$ cat config.mk
export PLATFORM = sky130hd
export DESIGN_NAME = fifo_rr_arbiter
export DESIGN_NICKNAME = d
export VERILOG_FILES = /design/src/rtl/fifo_rr_arbiter_pkg.sv /design/src/rtl/fifo_rr_arbiter_rr_pick.sv /design/src/rtl/shift_register.sv /design/src/rtl/fifo_rr_arbiter.sv
export SDC_FILE = /design/constraint.sdc
export NUM_CORES = 1
export LEC_CHECK = 0
export CAP_MARGIN = 25
export CORE_MARGIN = 2
export CORE_UTILIZATION = 25
export CTS_CLUSTER_DIAMETER = 40
export DETAILED_ROUTE_END_ITERATION = 8
export GPL_ROUTABILITY_DRIVEN = 0
export PLACE_DENSITY = 0.5
export SLEW_MARGIN = 20
export SYNTH_ARGS = -nofsm -noshare
export SYNTH_HDL_FRONTEND = slang
export SYNTH_SLANG_ARGS = --single-unit
$ cat constraint.sdc
create_clock -name clk -period 3.3 [get_ports clk]
set_input_delay 0.66 -clock clk [delete_from_list [all_inputs] [get_ports clk]]
set_output_delay 0.66 -clock clk [all_outputs]
set_load 0.005 [all_outputs]
$ cat src/rtl/fifo_rr_arbiter_pkg.sv
// rtl/fifo_rr_arbiter_pkg.sv - shared sizing defaults for the round-robin arbiter and its FIFO
package fifo_rr_arbiter_pkg;

    localparam int DEF_WIDTH = 8;
    localparam int DEF_NREQ  = 4;
    localparam int DEF_DEPTH = 8;

    // Pointer width that stays legal for a single producer.
    function automatic int ptr_width(input int n);
        return (n > 1) ? $clog2(n) : 1;
    endfunction

endpackage

$ cat src/rtl/fifo_rr_arbiter_rr_pick.sv
// rtl/fifo_rr_arbiter_rr_pick.sv - combinational round-robin pick, first request at or after ptr
module rr_pick
    import fifo_rr_arbiter_pkg::*;
#(
    parameter int NREQ = DEF_NREQ,
    parameter int PW   = ptr_width(NREQ)
) (
    input  logic [NREQ-1:0] req,
    input  logic [PW-1:0]   ptr,
    input  logic            enable,
    output logic [NREQ-1:0] grant
);

    logic [2*NREQ-1:0] req_dbl;
    logic [NREQ-1:0]   req_rot;
    logic [NREQ-1:0]   pick_rot;
    logic [2*NREQ-1:0] pick_dbl;

    // Rotate so ptr sits at bit 0, isolate the lowest set bit, rotate back.
    assign req_dbl  = {req, req} >> ptr;
    assign req_rot  = req_dbl[NREQ-1:0];
    assign pick_rot = req_rot & (-req_rot);
    assign pick_dbl = {pick_rot, pick_rot} << ptr;
    assign grant    = enable ? pick_dbl[2*NREQ-1:NREQ] : '0;

endmodule

$ cat src/rtl/shift_register.sv
// rtl/shift_register.sv - shift-register FIFO; head at entry 0, caller never overflows or underflows it
module shift_register
    import fifo_rr_arbiter_pkg::*;
#(
    parameter int WIDTH  = DEF_WIDTH,
    parameter int DEPTH  = DEF_DEPTH,
    parameter int CNTWID = $clog2(DEPTH + 1)
) (
    input  logic             clk,
    input  logic             rst,
    input  logic             push,
    input  logic [WIDTH-1:0] push_data,
    input  logic             pop,
    output logic [WIDTH-1:0] head
);

    logic [WIDTH-1:0]  mem [DEPTH];
    logic [WIDTH-1:0]  nxt [DEPTH];
    logic [CNTWID-1:0] count;
    logic [CNTWID-1:0] wr_idx;

    // On a simultaneous pop the tail moves down one slot before the write lands.
    assign wr_idx = pop ? count - CNTWID'(1) : count;
    assign head   = mem[0];

    always_comb begin
        for (int i = 0; i < DEPTH; i++) begin
            nxt[i] = mem[i];
        end
        if (pop) begin
            for (int i = 0; i < DEPTH - 1; i++) begin
                nxt[i] = mem[i + 1];
            end
        end
        for (int i = 0; i < DEPTH; i++) begin
            if (push && (wr_idx == CNTWID'(i))) begin
                nxt[i] = push_data;
            end
        end
    end

    always_ff @(posedge clk) begin
        mem <= nxt;
    end

    always_ff @(posedge clk) begin
        if (!rst) begin
            count <= '0;
        end else begin
            count <= count + CNTWID'(push) - CNTWID'(pop);
        end
    end

endmodule

$ cat src/rtl/fifo_rr_arbiter.sv
// rtl/fifo_rr_arbiter.sv - round-robin arbiter feeding a shift-register FIFO, with shadow occupancy
module fifo_rr_arbiter
    import fifo_rr_arbiter_pkg::*;
#(
    parameter int WIDTH  = DEF_WIDTH,
    parameter int NREQ   = DEF_NREQ,
    parameter int DEPTH  = DEF_DEPTH,
    parameter int CNTWID = $clog2(DEPTH + 1)
) (
    input  logic                  clk,
    input  logic                  rst,
    input  logic [NREQ-1:0]       req,
    input  logic [NREQ*WIDTH-1:0] req_data,
    output logic [NREQ-1:0]       grant,
    input  logic                  pop_req,
    output logic                  fifo_push,
    output logic [WIDTH-1:0]      fifo_data,
    output logic                  fifo_pop,
    output logic [CNTWID-1:0]     occupancy,
    output logic [WIDTH-1:0]      pop_data
);

    localparam int PW = ptr_width(NREQ);

    logic [PW-1:0]    ptr;
    logic [PW-1:0]    sel;
    logic [WIDTH-1:0] sel_data;
    logic [CNTWID:0]  occ_next;
    logic             can_grant;
    logic             xfer;

    assign fifo_pop  = rst & pop_req & (occupancy != '0);
    // The push already in flight counts as occupied; a same-cycle pop frees a slot.
    assign occ_next  = {1'b0, occupancy} + {{CNTWID{1'b0}}, fifo_push} - {{CNTWID{1'b0}}, fifo_pop};
    assign can_grant = rst & (occ_next < (CNTWID+1)'(DEPTH));

    rr_pick #(
        .NREQ (NREQ),
        .PW   (PW)
    ) u_pick (
        .req    (req),
        .ptr    (ptr),
        .enable (can_grant),
        .grant  (grant)
    );

    always_comb begin
        sel      = '0;
        sel_data = '0;
        for (int k = 0; k < NREQ; k++) begin
            if (grant[k]) begin
                sel      = PW'(k);
                sel_data = req_data[k*WIDTH +: WIDTH];
            end
        end
    end

    assign xfer = |(grant & req);

    always_ff @(posedge clk) begin
        if (!rst) begin
            ptr       <= '0;
            fifo_push <= 1'b0;
            fifo_data <= '0;
            occupancy <= '0;
        end else begin
            fifo_push <= xfer;
            if (xfer) begin
                fifo_data <= sel_data;
                ptr       <= (sel == PW'(NREQ - 1)) ? '0 : sel + PW'(1);
            end
            if (fifo_push && !fifo_pop) begin
                occupancy <= occupancy + CNTWID'(1);
            end else if (!fifo_push && fifo_pop) begin
                occupancy <= occupancy - CNTWID'(1);
            end
        end
    end

    shift_register #(
        .WIDTH  (WIDTH),
        .DEPTH  (DEPTH),
        .CNTWID (CNTWID)
    ) u_fifo (
        .clk       (clk),
        .rst       (rst),
        .push      (fifo_push),
        .push_data (fifo_data),
        .pop       (fifo_pop),
        .head      (pop_data)
    );

endmodule

; ---- Yosys cells after proc, flatten, opt, wreduce, memory -nomap -nowiden
; Index checks and enable logic that the tools add are counted.
; W data, S select, Z words.
[totals]
output_inout_bits = 26
register_bits = 83
inputBits = 39
[op_classes]
reduce_logical = 23
eq_ne = 8
n_shift = 2
order_cmp = 1
bitwise = 5
n_mux = 20
n_addsub = 9
[op_table]
columns = operator, n
row1 = $mux W8, 11
row2 = $mux W56, 1
row3 = $eq A4 B3 Y1 const B, 4
row4 = $mux W4, 4
row5 = $reduce_bool A2 Y1, 8
row6 = $logic_and A1 B1 Y1, 10
row7 = $and A4 B4 Y4, 2
row8 = $eq A4 B2 Y1 const B, 2
row9 = $shl A8 B2 Y8, 1
row10 = $shr A8 B2 Y4, 1
row11 = $sub A4 B1 Y4 const B, 2
row12 = $mux W2, 3
row13 = $add A4 B1 Y5, 1
row14 = $lt A5 B4 Y1 const B, 1
row15 = $sub A5 B1 Y5, 1
row16 = $add A4 B1 Y4, 1
row17 = $add A4 B1 Y4 const B, 1
row18 = $eq A4 B1 Y1 const B, 1
row19 = $logic_not A4 Y1, 1
row20 = $neg A4 Y4, 1
row21 = $reduce_bool A4 Y1, 1
row22 = $reduce_or A4 Y1, 1
row23 = $sub A4 B1 Y4, 1
row24 = $and A1 B1 Y1, 3
row25 = other kinds (4), 5

; ---- Logic depth before layout (Yosys ltp)
[logic_depth]
word_depth = 11
mapped_depth = 15

; ---- Modules after synthesis
; Synthesis repeated with hierarchy kept, for this count alone.
[hier_totals]
cells_unflattened = 339
area_unflattened_um2 = 4423.0
[modules_own_cells]
columns = module, cells_per_inst, area_per_inst_um2, instances
row1 = shift_register, 202, 3254.4, 1
row2 = fifo_rr_arbiter, 119, 1054.8, 1
row3 = rr_pick, 18, 113.9, 1

; ---- Worst setup path before layout
; Ideal clock, no wire load.
[synth_timing]
path_kind = reg-to-output
from = register occupancy[3]
to = output port grant[1]
required_ns = 2.640
t_arrival_ns = 2.352
path_stages_with_launch = 13
slack_ns = 0.288
path_cell_list = dfxtp_1 inv_1 ha_1 or3b_4 nand2_2 inv_1 ha_1 inv_1 ha_1 nand4b_1 a211o_1 a31o_2 nor2b_1
[synth_between]
elab_chain_len = 6
word_cells_on_any_way = 7
cone_classes = 2 x add/sub / 1 x order compare / 1 x mux / 2 x bitwise / 1 x reduce/logical
[synth_rtl]
columns = element, line
row1 = from (decl), fifo_rr_arbiter.sv:19  ; output logic [CNTWID-1:0] occupancy,
row2 = from (signal assigned), fifo_rr_arbiter.sv:73  ; occupancy <= occupancy + CNTWID'(1);
row3 = from (signal assigned), fifo_rr_arbiter.sv:75  ; occupancy <= occupancy - CNTWID'(1);
row4 = $reduce_bool A4 Y1, fifo_rr_arbiter.sv:32  ; assign fifo_pop = rst & pop_req & (occupancy != '0);
row5 = $and A1 B1 Y1, fifo_rr_arbiter.sv:32
row6 = net fifo_pop, fifo_rr_arbiter.sv:18  ; output logic fifo_pop,
row7 = $sub A5 B1 Y5, fifo_rr_arbiter.sv:34  ; assign occ_next = {1'b0, occupancy} + {{CNTWID{1'b0}}, fifo_push} - {{CNTWID{1'b0}}, fifo_pop};
row8 = $lt A5 B4 Y1, fifo_rr_arbiter.sv:35  ; assign can_grant = rst & (occ_next < (CNTWID+1)'(DEPTH));
row9 = $and A1 B1 Y1, fifo_rr_arbiter.sv:35
row10 = $mux W4, fifo_rr_arbiter_rr_pick.sv:24  ; assign grant = enable ? pick_dbl[2*NREQ-1:NREQ] : '0;
row11 = to (decl), fifo_rr_arbiter.sv:14  ; output logic [NREQ-1:0] grant,
; The timed path passes the listed nets, and every way through them passes these cells.

; ---- Final worst setup path
[layout_timing]
from = register occupancy[2]
to = output port grant[1]
[layout_between]
elab_chain_len = 6
word_cells_on_any_way = 7
cone_classes = 2 x add/sub / 1 x order compare / 1 x mux / 2 x bitwise / 1 x reduce/logical
[layout_rtl]
columns = element, line
row1 = branches (longest 2 deep; another with $add A4 B1 Y5), --
row2 = $sub A5 B1 Y5 *, fifo_rr_arbiter.sv:34
row3 = $lt A5 B4 Y1 *, fifo_rr_arbiter.sv:35
row4 = $and A1 B1 Y1 *, fifo_rr_arbiter.sv:35
row5 = $mux W4 *, fifo_rr_arbiter_rr_pick.sv:24
; Every way passes the cells marked *.

==> impl_results.md <==
- Top Ports: 65
- Slew Limit Fails: 0
- Simple-Gate Fraction of Synth Area: 9.78%
- Worst Setup Path Type: flop to output pin
- CP max FO: 5
- Syn_area_per_cell: 12.4 um^2
- Post-Syn Instances: 365
- Pint: 0.00321 W
- Vias in the first global route: 3152
- Skew final: 9.64 ps
- Clock Power Share: 22.9%
- Die height: 138 um
- Total net switching power: 0.00158 W
- Hold path cells: 1
- TritonCTS clock tree: done
- Syn_nets: 421
- Cts hold-fix bufs: 0
- CP Capture Type: output pin
- Initial antenna violation count: 0
- Area grow syn2layout: 33.9%
- Fin crit share: 102%
- CP cell instances: inv_2, ha_4, or3b_4, nand2_4, inv_4, ha_4, inv_4, ha_4, nand4b_1, a211o_1, buf_6, a31o_4, nor2b_1, buf_2
- Global-route wire length before repair: 15400 um
- Largest net degree at the start of global routing: 17
- Flop pwr share: 36.3%
- Clock latency at the later pin of the worst-skew pair: 330 ps
- GRT Overall Usage: 9.63%
- Max Cap Violations: 0
- Post-synthesis cell type count: 61
- Initial Util: 25.3%
- Power density cells: 793 nW/um^2
- Num CTS Buffers: 9
- Final hold violation count: 0
- Layout cells sized above 1: 32.4%
- Worst hold path type: flop to flop
- Critical Path Start Type: flop
- Area share of fa/ha/maj cells after synthesis: 5.04%
- Crit path DAT: 2700 ps
- R2r worst-path depth: 7
- Die width: 138 um
- Routed Antenna Nets: 0
- # setup viols final: 3
- Routed wire length: 9050 um
- Tmin final: 3360 ps
- Slowest stage delay, CP: 390 ps
- Comb power frac: 40.8%
- Vias: 3125
- Relative slew margins: 56.9%
- Critical path data required time: 2640 ps
- Number of I/O port buffers: 64
- GR Overflow Total: 0
- Iteration-0 DRC Markers: 98
- FFs w/ async S/R, synth: 0%
- Core Footprint: 17800 um^2
- IR drop worst, VDD: 0.309 mV
- WL/cell: 13.0 um
- Die area: 19100 um^2
- Post-layout util: 33.9%
- Mux share of post-synthesis cell area: 16.4%
- Unrepaired setup endpoints after global routing: yes
- Synth warnings: 0
- Clock root buffer: clkbuf_16
- Post-synth top flop: edfxtp_1
- Number of remaining DRC errors: 0
- P_leak: 2.18 nW
- Largest family of logic cells by synthesized area: multiplexers
- Switch share: 32.9%
- Synth Area in Compound Gates: 12.3%
- Num rows: 49
- Failing checks: negative setup slack
- ANT cells: 0
- Most used cell, CP: ha_4
- Slowest cell on crit path: or3b_4
- Post-DP HPWL: 6900 um
- Post-synth EDFFs: 64
- Seq/Total Area, Yosys: 51.0%
- Post-Syn Area: 4510 um^2
- Status: finished, violations left
- Fmax: 0.298 GHz
- Post-DR vias/cell: 4.48
- Fin Setup TNS: -120 ps
- TritonRoute pass-1 iters: 4
- CTS Sinks: 83
- Clock Tree Buf Depth: 2
- H-tree Lvls: 3
- Slew @ Worst Pin: 644 ps
- PnR worst setup slack: -57.8 ps
- Clock slew at reported path FFs: 70 ps
- Nets: 520
- Synth Area in XOR/XNOR: 1.36%
- Yosys reg bits: 83
path summary, 6_finish.rpt:
check             startpoint             end  slack [ps]
min           u_fifo.mem[38]  u_fifo.mem[46]         530
max reg2reg  u_fifo.count[1]  u_fifo.mem[32]         420
min reg2reg   u_fifo.mem[38]  u_fifo.mem[46]         530
max             occupancy[2]        grant[1]         -60
critical path: cells and delay by family (launching register included):
| family | cells | cell delay (ps) |
|---|---|---|
| buffers and inverters | 5 | 400 |
| AND/OR/NAND/NOR | 4 | 700 |
| AO/OA/AOI/OAI | 2 | 560 |
| flip-flops | 1 | 320 |
| adder cells (fa/ha/maj) | 3 | 380 |
layout make-up:
class | instances | area [um^2]
fill | 1734 | 11800
sequential | 83 | 2300
multi-input combinational | 245 | 2100
timing repair buffer | 108 | 952
tap | 229 | 287
clock buffer | 9 | 225
clock inverter | 7 | 105
inverter | 17 | 68.8
per-stage QoR:
stage	hold WS [ps]	cells	power (W)	worst slack (ps)	instance area (um^2)
finish	526	698	0.00479	-57.8	6040
global route	551	698	0.00514	-232	6040
CTS	531	699	0.00482	-82.9	6030
detailed placement	515	674	0.00360	-610	5590
global placement	509	674	0.00355	-585	5590
floorplan	501	365	0.00289	288	4510
power by group through the flow:
stage,clock [W],sequential (W),combinational [W]
after floorplan,0,0.00167,0.00122
after global placement,0,0.00174,0.00181
after detailed placement,0,0.00177,0.00183
after CTS,0.00113,0.00175,0.00195
after global routing,0.00117,0.00179,0.00217
final,0.00110,0.00174,0.00195
cell families after synthesis:
| logic type | Yosys count |
|---|---|
| flip-flops | 83 |
| AND/OR/NAND/NOR | 81 |
| AO/OA/AOI/OAI | 73 |
| multiplexers | 67 |
| buffers and inverters | 37 |
| adder cells (fa/ha/maj) | 17 |
| XOR/XNOR | 7 |
Yosys cell counts, drive strengths merged (4+ instances only):
master,n,share of area (%)
a21oi,14,2.1
a41o,8,1.8
buf,14,2.2
clkbuf,6,0.50
dfxtp,19,8.4
edfxtp,64,43
ha,15,4.2
inv,16,1.3
mux2,57,14
mux2i,10,2.2
nand2,21,1.8
nand3,4,0.55
nor2,18,1.9
nor3,11,1.3
o211ai,16,2.7
o21ai,13,1.4
xor2,4,0.78
flip-flops by register name (all words and copies together) (netlist names):
name,cells
fifo_data,8
fifo_push,1
occupancy,4
ptr,2
u_fifo.count,4
u_fifo.head,8
u_fifo.mem,56
layer usage:
layer  vias up  global-route usage [%]  share of wire [%]
met1      1475                    12.7                 49
met2        70                    16.1                 47
li1       1572                       -                  -
met4         0                    2.85                1.1
met3         8                    1.84                3.3
met5         -                       0                  0
what timing repair did:
item / 4_1_cts / 5_1_grt
gates resized for setup: 34 / 5
pin swaps: 11 / 10
setup buffers: 9 / 0
endpoints found under the setup margin: 4 / 4
cell usage in the layout (no fill, tap or decap), types with 4 or more instances in the layout:
master	instances
a21oi_1	11
o211ai_1	16
clkbuf_16	9
buf_2	4
nor2_2	4
nor2_1	12
nor3_1	10
ha_1	11
inv_1	11
mux2i_1	10
ha_4	4
mux2_2	55
nand2_1	20
edfxtp_1	64
buf_4	43
xor2_1	4
o21ai_0	12
clkdlybuf4s50_1	58
dfxtp_1	17
a41o_1	8
Note: power is estimated with default switching activity, not from simulation.
==> patch: new RTL, same settings <==
Set the package constant `DEF_DEPTH` to 4 (it was 8).
--- a/src/rtl/fifo_rr_arbiter_pkg.sv
+++ b/src/rtl/fifo_rr_arbiter_pkg.sv
@@ -3,7 +3,7 @@
 
     localparam int DEF_WIDTH = 8;
     localparam int DEF_NREQ  = 4;
-    localparam int DEF_DEPTH = 8;
+    localparam int DEF_DEPTH = 4;
 
     // Pointer width that stays legal for a single producer.
     function automatic int ptr_width(input int n);
Interface: changed (resized occupancy); port bits go from 65 to 64. The function was not compared with the original's and may differ.
==> patch against the original RTL <==
Routed wire length is 32% lower. Worst setup slack better by 0.11 ns. Final area is 35% lower. Area after synthesis is 37% lower. Largest power group unchanged. Sequential cell count is 34 lower. Critical path type is now in -> out. Combinational power is 21% lower. Power is 35% lower. Sequential share of layout area is 5.1 points lower. Count of clock-buffer cells in the layout is 4 lower.
==> patch: results (changes against the original RTL) <==
stage	metric	value	unit	change
synthesis	top post-synthesis cells by area	edfxtp_1 (34%), dfxtp_1 (12%), mux2_4 (8.5%), o32ai_1 (5.0%), a21boi_0 (4.8%)		was edfxtp_1 (43%), mux2_2 (14%), dfxtp_1 (8.4%), ha_1 (4.2%), o211ai_1 (2.7%)
detailed_routing	Wirelength per Cell	12.9	µm	was 13.0 µm
synthesis	Mapped Nets	302		was 421
global_routing	GR Util All Layers	0.109		was 0.0963
job	maxcap violations	0		unchanged
placement	IO buf count	63		was 64
synthesis	synth unique cells	45		was 61
sta	Final setup viols	0		was 3
sta	Hold WS	0.542	ns	was 0.526 ns
pwr	Sw Ratio	0.352		was 0.329
global_routing	grt met1 use	0.141		was 0.127
layout	layout cells sized above 1	0.244		was 0.324
detailed_routing	DRC Markers	0		unchanged
layout	Largest register FFs	24		was 56
synthesis	Yosys Warn Count	0		unchanged
synthesis	number of synthesized flops with an enable pin	32		was 64
critical_path	Arr. time, crit path	2.59	ns	was 2.70 ns
synthesis	Post-Synthesis Cells	256		was 365
clock_tree	TritonCTS buffer count	5		was 9
placement	Post-DP Area	3650	µm²	was 5590 µm²
run_status	outcome	finished clean		was finished with violations
sta	Clock Skew	0.00674	ns	was 0.00964 ns
placement	post-DP HPWL	4650	µm	was 6900 µm
detailed_routing	DR vias	2106		was 3125
global_routing	initial antenna violation count	0		unchanged
synthesis	Post-synth top cells	edfxtp_1 (32), inv_1 (25), a21boi_0 (18), o21ai_0 (18), dfxtp_1 (17)		was edfxtp_1 (64), mux2_2 (55), nand2_1 (20)
layout	final-stage net count	381		was 520
global_routing	met2 usage	0.180		was 0.161
critical_path	r2r setup slk	0.70	ns	was 0.42 ns
synthesis	post-synthesis sequential area ratio	0.461		was 0.510
clock_tree	H-tree depth	2		was 3
global_routing	largest net degree at the start of global routing	20		was 17
critical_path	CP Max Fanout	3		was 5
global_routing	first-pass GRT wire length	10400	µm	was 15400 µm
placement	dpl cells	459		was 674
detailed_routing	Vias/cell	4.42		was 4.48
pwr	Max IR drop VDD	0.000341	V	was 0.000309 V
pwr	leakage	1.54	nW	was 2.18 nW
global_routing	met3 usage	0.0282		was 0.0184
detailed_routing	first-iteration detailed-routing DRC count	69		was 98
clock_tree	Clock Latency Late Sink	0.29	ns	was 0.33 ns
sta	headroom to the max-slew limit	0.550		was 0.569
patch: cell count changes after synthesis, sizes merged, moves of 6 or more:
cell,change
mux2,-33
nor3,-6
a21oi,-9
mux2i,-8
edfxtp,-32
o211ai,-14
a41o,-8
inv,+10
ha,-10
a21boi,+17
nand2,-12
o21ai,+11
o32ai,+16
patch: per-stage QoR:
| stage | setup TNS [ns] | worst slack, ns |
|---|---|---|
| 2_1_floorplan | 0 | 0.192 |
| 3_3_place_gp | -3.38 | -0.888 |
| 3_5_place_dp | -3.57 | -0.973 |
| 4_1_cts | -0.0255 | -0.0195 |
| 5_1_grt | -0.155 | -0.0453 |
| 6_report | 0 | 0.0510 |
patch: critical path, cell delays in order:
cell      delay [ns]
buf_4           0.10
o311ai_4        0.10
inv_4           0.07
or2b_4          0.26
ha_4            0.28
a21oi_4         0.06
a211oi_4        0.26
mux2i_1         0.30
o21ai_2         0.11
buf_6           0.14
nor3_4          0.11
buf_2           0.14
patch: per-layer routing:
metal	vias up	wire, µm
met1	967	2860
met2	57	2860
li1	1077	-
met4	0	55
met3	5	342
met5	-	0
patch: area by class of cell:
| type | instances | area, µm² |
|---|---|---|
| Clock buffer | 5 | 125 |
| Inverter | 26 | 100 |
| Sequential cell | 49 | 1300 |
| Timing Repair Buffer | 91 | 827 |
| Fill cell | 1128 | 6990 |
| Clock inverter | 3 | 33.8 |
| Tap cell | 140 | 175 |
| Multi-Input combinational cell | 162 | 1380 |
patch: worst paths after layout:
path,start,end,cells past startpoint
hold reg to reg,fifo_data[1]$_SDFFE_PN0P_,u_fifo.mem[1]$_DFFE_PP_,0
setup / recovery,rst,grant[3],12
setup reg to reg,occupancy[1]$_SDFFE_PN0P_,fifo_data[1]$_SDFFE_PN0P_,12
hold / removal,fifo_data[1]$_SDFFE_PN0P_,u_fifo.mem[1]$_DFFE_PP_,0
patch: cell families after synthesis:
family	count (synthesis)	synth area share
AOI/OAI and AO/OA	71	0.180
xor gates and xnor gates	7	0.0244
buffers and inverters	45	0.0784
and+or+nand+nor	51	0.0961
muxes	26	0.124
DFF	49	0.461
adders and majority gates	7	0.0363
patch: timing repair:
item	in CTS	in global routing
endpoints found under the setup margin	4	4
setup buffers	8	1
pin swaps	4	4
cloned	0	0
hold buffers	0	0
gates resized for setup	30	10
patch: power by group through the flow:
stage | logic, mW | registers (mW) | clock network (mW)
global placement | 1.34 | 1.07 | 0
detailed placement | 1.36 | 1.07 | 0
global route | 1.70 | 1.10 | 0.566
finish | 1.54 | 1.06 | 0.523
floorplan | 0.859 | 1.04 | 0
CTS | 1.48 | 1.06 | 0.540
